===== src/rtl/write_operation_if.sv =====
// Write-port handshake bundle for the 8x32 register file.
// Requester drives the master side; write_operation sits on the slave side.
interface write_operation_if #(
    parameter int DATA_W = 32,
    parameter int DEPTH  = 2
);
    localparam int PW = $clog2(DEPTH) + 1;

    logic                  we;
    logic [2:0]            wAddr;
    logic [DATA_W-1:0]     wData;
    logic [DATA_W/8-1:0]   wBe;
    logic                  ready;
    logic                  wr_done;
    logic [2:0]            done_addr;
    logic [PW-1:0]         pending;

    modport master (
        output we, wAddr, wData, wBe,
        input  ready, wr_done, done_addr, pending
    );

    modport slave (
        input  we, wAddr, wData, wBe,
        output ready, wr_done, done_addr, pending
    );
endinterface


===== src/rtl/write_operation.sv =====
// Register-file write port: request FIFO feeding one byte-masked commit per cycle.
// Define REG0_ZERO_EN to hardwire register 0 to zero.
module write_operation #(
    parameter int DATA_W = 32,
    parameter int DEPTH  = 2
) (
    input  logic              clk,
    input  logic              reset,
    write_operation_if.slave  bus,
    output logic [DATA_W-1:0] to_reg0,
    output logic [DATA_W-1:0] to_reg1,
    output logic [DATA_W-1:0] to_reg2,
    output logic [DATA_W-1:0] to_reg3,
    output logic [DATA_W-1:0] to_reg4,
    output logic [DATA_W-1:0] to_reg5,
    output logic [DATA_W-1:0] to_reg6,
    output logic [DATA_W-1:0] to_reg7
);
    localparam int NB = DATA_W / 8;
    localparam int AW = $clog2(DEPTH);
    localparam int PW = AW + 1;

    typedef enum logic {IDLE, COMMIT} state_t;

    state_t            state;
    logic [2:0]        q_addr [DEPTH];
    logic [DATA_W-1:0] q_data [DEPTH];
    logic [NB-1:0]     q_be   [DEPTH];
    logic [AW-1:0]     wr_ptr;
    logic [AW-1:0]     rd_ptr;
    logic [PW-1:0]     count;
    logic [PW-1:0]     count_nxt;
    logic [DATA_W-1:0] regs [8];
    logic              push;
    logic              pop;
    logic              head_wr;

    assign bus.ready   = (count != PW'(DEPTH));
    assign bus.pending = count;
    assign push        = bus.we && bus.ready;
    assign pop         = (state == COMMIT) && (count != '0);
    assign count_nxt   = count + PW'(push) - PW'(pop);

`ifdef REG0_ZERO_EN
    // Address-0 commits still pulse wr_done but never touch storage.
    assign head_wr = (q_addr[rd_ptr] != 3'd0);
    assign to_reg0 = '0;
`else
    assign head_wr = 1'b1;
    assign to_reg0 = regs[0];
`endif

    assign to_reg1 = regs[1];
    assign to_reg2 = regs[2];
    assign to_reg3 = regs[3];
    assign to_reg4 = regs[4];
    assign to_reg5 = regs[5];
    assign to_reg6 = regs[6];
    assign to_reg7 = regs[7];

    always_ff @(posedge clk) begin
        if (push) begin
            q_addr[wr_ptr] <= bus.wAddr;
            q_data[wr_ptr] <= bus.wData;
            q_be[wr_ptr]   <= bus.wBe;
        end
    end

    always_ff @(posedge clk) begin
        if (reset) begin
            state         <= IDLE;
            count         <= '0;
            wr_ptr        <= '0;
            rd_ptr        <= '0;
            bus.wr_done   <= 1'b0;
            bus.done_addr <= 3'd0;
            for (int r = 0; r < 8; r++) begin
                regs[r] <= '0;
            end
        end else begin
            count       <= count_nxt;
            state       <= (count_nxt != '0) ? COMMIT : IDLE;
            bus.wr_done <= pop;
            if (push) begin
                wr_ptr <= wr_ptr + AW'(1);
            end
            if (pop) begin
                rd_ptr        <= rd_ptr + AW'(1);
                bus.done_addr <= q_addr[rd_ptr];
                for (int b = 0; b < NB; b++) begin
                    if (q_be[rd_ptr][b] && head_wr) begin
                        regs[q_addr[rd_ptr]][8*b +: 8] <= q_data[rd_ptr][8*b +: 8];
                    end
                end
            end
        end
    end
endmodule


===== src/flat_wrapper.sv =====
// flat-port wrapper written by rule: the top's interface ports become plain ports
module write_operation_flat 
#(
    parameter int DATA_W = 32,
    parameter int DEPTH  = 2
)
  (clk, reset, to_reg0, to_reg1, to_reg2, to_reg3, to_reg4, to_reg5, to_reg6, to_reg7, bus_we, bus_wAddr, bus_wData, bus_wBe, bus_ready, bus_wr_done, bus_done_addr, bus_pending);
  write_operation_if #(.DATA_W(DATA_W), .DEPTH(DEPTH)) bus_i ();
  input  logic clk;
  input  logic reset;
  output logic [DATA_W-1:0] to_reg0;
  output logic [DATA_W-1:0] to_reg1;
  output logic [DATA_W-1:0] to_reg2;
  output logic [DATA_W-1:0] to_reg3;
  output logic [DATA_W-1:0] to_reg4;
  output logic [DATA_W-1:0] to_reg5;
  output logic [DATA_W-1:0] to_reg6;
  output logic [DATA_W-1:0] to_reg7;
  input wire logic [$bits(bus_i.we)-1:0] bus_we;
  input wire logic [$bits(bus_i.wAddr)-1:0] bus_wAddr;
  input wire logic [$bits(bus_i.wData)-1:0] bus_wData;
  input wire logic [$bits(bus_i.wBe)-1:0] bus_wBe;
  output wire logic [$bits(bus_i.ready)-1:0] bus_ready;
  output wire logic [$bits(bus_i.wr_done)-1:0] bus_wr_done;
  output wire logic [$bits(bus_i.done_addr)-1:0] bus_done_addr;
  output wire logic [$bits(bus_i.pending)-1:0] bus_pending;
  assign bus_i.we = bus_we;
  assign bus_i.wAddr = bus_wAddr;
  assign bus_i.wData = bus_wData;
  assign bus_i.wBe = bus_wBe;
  assign bus_ready = bus_i.ready;
  assign bus_wr_done = bus_i.wr_done;
  assign bus_done_addr = bus_i.done_addr;
  assign bus_pending = bus_i.pending;
  write_operation #(.DATA_W(DATA_W), .DEPTH(DEPTH)) u_core (.clk(clk), .reset(reset), .bus(bus_i), .to_reg0(to_reg0), .to_reg1(to_reg1), .to_reg2(to_reg2), .to_reg3(to_reg3), .to_reg4(to_reg4), .to_reg5(to_reg5), .to_reg6(to_reg6), .to_reg7(to_reg7));
endmodule

===== config.mk =====
export PLATFORM = sky130hd
export DESIGN_NAME = write_operation_flat
export DESIGN_NICKNAME = d
export VERILOG_FILES = /design/src/rtl/write_operation_if.sv /design/src/rtl/write_operation.sv /design/src/flat_wrapper.sv
export SDC_FILE = /design/constraint.sdc
export NUM_CORES = 1
export LEC_CHECK = 0
export ABC_AREA = 1
export CAP_MARGIN = 20
export CORE_AREA = 2 2 216 197
export CTS_BUF_LIST = sky130_fd_sc_hd__clkbuf_2
export DETAILED_ROUTE_END_ITERATION = 8
export DIE_AREA = 0 0 218 199
export DONT_BUFFER_PORTS = 1
export HOLD_SLACK_MARGIN = 0.15
export REMOVE_ABC_BUFFERS = 1
export SETUP_SLACK_MARGIN = 0.05
export SLEW_MARGIN = 20
export SYNTH_ARGS = -nofsm -noshare
export SYNTH_HDL_FRONTEND = slang
export SYNTH_SLANG_ARGS = --single-unit
export TNS_END_PERCENT = 5

===== constraint.sdc =====
create_clock -name clk -period 3 [get_ports clk]
set_input_delay 0.3 -clock clk [delete_from_list [all_inputs] [get_ports clk]]
set_output_delay 0.3 -clock clk [all_outputs]
set_load 0.03 [all_outputs]

==> impl_metrics.yaml, run 1 <==
routing:
  vias: 7212
  wl_per_cell_um: 21.2
  dr.pass1.iters: 6
  drc_errors: 0
  viasPerCell: 4.43
  drt_iter0_drc: 438
  wl_um: 34600
  ant_nets: 0
synthesis:
  synthCells: 797
  synth_ff_type: "edfxtp_1"
  yosysTopAreaCellShare_pct: 82.1
  synth.distinct_cells: 18
  synth.yosys.warnings: 0
  ys_seq_elements: 344
  synth_most_common_cell: "edfxtp_1"
  async_reset_ff_share_pct: 0
  syn_area_um2: 12200
  synth_sequential_area_ratio_pct: 83.7
  netlist.top_cell.by_area: "edfxtp_1"
  syn_avg_cell_area_um2: 15.3
  synthTopCellsByArea: "edfxtp_1, nor2_1, nand2_1"
  synth_edf_count: 334
  yosys-top-cells-count: "edfxtp_1, nor2_1, nand2_1, mux2i_1, inv_1"
die:
  core_area_um2: 41200
  fp.dieH_um: 199
  pin_count: 305
  design.die.area_um2: 43400
  initial_core_util_pct: 29.6
  die_x_um: 218
  core.rowCount: 71
min_path:
  min_path_type: "input pin to register"
run:
  max-cap-violations: 0
worst_setup_path:
  critPathKind: "register to register"
  path_max_fanout: 10
  slowest_delay_ps: 470
  cp_cell_sequence: "buf_4, nand2_1, nand2_1, nand2_1, nor2_2, nand2_1, nand2_1"
  arrival_ps: 3180
  setup.worst_path.start_class: "register"
  critPathRequiredTime_ps: 3620
  endpoint_kind: "register"
  slowest_stage: "nor2_2"
  crit_path_frequent_cell: "nand2_1"
global_routing:
  grt_max_degree: 39
  grt_usage_pct: 15.8
  grt_pass1_vias: 7301
  grt_pass1_wl_um: 48200
  overflow: 0
  antenna_found_initial: 2
finish:
  nets: 1048
  fill_cells: 4007
  drive_gt1_share_pct: 18.1
  area_delta_synth_final_pct: 23.0
  postLayoutCoreUtil_pct: 36.4
  final_cells: 1629
sta:
  setup_violations: 0
  max_slew_margin_pct: 55.9
  report.final.slew_viol_count: 0
  hold_violations: 0
  rsz0062_at_grt: "false"
  max_freq_ghz: 0.391
  min_period_ps: 2560
  setup_tns_ps: 0
  fin_crit_sh_pct: 85.3
  tightest_slew_ps: 662
  clock_skew_ps: 82.7
power_and_ir_drop:
  comb_power_share_pct: 15.1
  power.switching_mw: 3.79
  p_sw_share_pct: 32.5
  p_leak_nw: 5.76
  p_int_mw: 7.87
  p_seq_share_pct: 53.2
  vdd_drop_max_mv: 0.370
  clockPowerShare_pct: 31.7
  powerDensity_nw_per_um2: 776
place:
  dp_hpwl_um: 23000
  place_inst: 1377
  port_buffers: 0
  gp_congestion: 0.755
clock_network:
  clk_path_buf_depth: 3
  htree_levels: 3
  cts_tree: "yes"
  clock-sinks: 344
  cts_inserted_buffers: 89
  cts_setup_buffers: 0
  clkSlewWorstSetupHoldPaths_ps: 100
  root_buffer: "clkbuf_2"
  clock_latency_ps: 1020
status:
  status: "finished clean"
==> logic make-up after synthesis <==
family	Yosys count	share of synthesized area, %
and+or+nand+nor	382	12.0
DFF	344	83.7
muxes	32	2.62
buffers and inverters	28	0.963
AOI/OAI and AO/OA	7	0.287
xor gates and xnor gates	2	0.143
adders and majority gates	2	0.205
==> power by group through the flow <==
stage	Clock (mW)	Sequential, mW	Combinational, mW
floorplan	0	6.33	0.754
global placement	0	6.31	1.68
detailed placement	0	6.32	1.70
CTS	3.82	6.21	1.81
global route	4.06	6.23	1.93
finish	3.69	6.20	1.76
==> area by class of cell <==
type,instances,area (um2),share of cell area [%]
timing repair buffer,125,1170,7.80
sequential,344,10200,68.1
tap,547,684,4.56
inverter,19,71.3,0.475
clock inverter,50,397,2.64
antenna,5,12.5,0.0833
clock buffer,114,571,3.80
multi-input combinational,425,1880,12.5
==> layer usage <==
| layer | vias to the layer above | wire (um) | global-route usage [%] |
|---|---|---|---|
| li1 | 3277 | - | - |
| met1 | 3539 | 13900 | 18.6 |
| met2 | 326 | 16700 | 25.5 |
| met3 | 70 | 3080 | 6.53 |
| met4 | 0 | 911 | 6.37 |
| met5 | - | 0 | 0 |
==> stage by stage <==
step / hold WS (ps) / worst slack (ps) / instance area, um2 / power (mW)
after floorplan: 369 / -118 / 12200 / 7.08
after global placement: 372 / 471 / 13200 / 7.99
after detailed placement: 374 / 499 / 13200 / 8.02
after CTS: 191 / 389 / 15000 / 11.8
after global routing: 210 / 290 / 15000 / 12.2
final: 388 / 440 / 15000 / 11.7
==> worst max-delay path, delay by kind of cell, from the launching register on <==
family                 cells  cell delay [ps]
buffers and inverters      1              230
and+or+nand+nor            6             1520
DFF                        1              410
==> registers in the layout, indices dropped and copies added (netlist names), named ones only <==
register and flops:
u_core.q_be 8, u_core.q_data 64, u_core.bus.done_addr 3, u_core.q_addr 6
u_core.bus.wr_done 1, u_core.bus.pending 2, u_core.state 1, u_core.rd_ptr 1
u_core.wr_ptr 1, u_core.regs 256
==> cells in the final DEF, fill, tap and decap left out <==
| cell | n |
|---|---|
| nor2_2 | 10 |
| dlygate4sd3_1 | 83 |
| o21ai_0 | 4 |
| nor2_4 | 2 |
| inv_1 | 16 |
| xnor2_1 | 1 |
| clkinv_2 | 14 |
| buf_12 | 2 |
| nand2_1 | 101 |
| nor2_1 | 263 |
| buf_4 | 40 |
| a21oi_1 | 3 |
| edfxtp_1 | 334 |
| clkinvlp_4 | 2 |
| nand3_1 | 2 |
| dfxtp_2 | 1 |
| xor2_1 | 1 |
| and2_1 | 4 |
| inv_2 | 3 |
| bufinv_16 | 7 |
| clkbuf_2 | 114 |
| clkinv_1 | 27 |
| dfxtp_1 | 9 |
| ha_1 | 2 |
| mux2i_1 | 32 |
| diode_2 | 5 |
==> path summary, 6_finish.rpt <==
path                 startpoint                  to  slack, ps  depth (start not counted)
setup / recovery       register  u_core.regs[6][26]        440                          7
hold / removal            reset  u_core.bus.wr_done        390                          4
setup reg to reg       register  u_core.regs[6][26]        440                          7
hold reg to reg   u_core.rd_ptr       u_core.rd_ptr        490                          2
==> repair_timing <==
action | in CTS | in global routing
resized for setup | 0 | 0
hold endpoints to repair | 547 | 0
hold buffers | 83 | 0
Note: power is estimated with default switching activity, not from simulation.
==> inputs of run 2 (changes only) <==
- CAP_MARGIN: 20 -> default
==> results of run 2 <==
No change in the layout: final DEF, timing and power equal those of run 1.
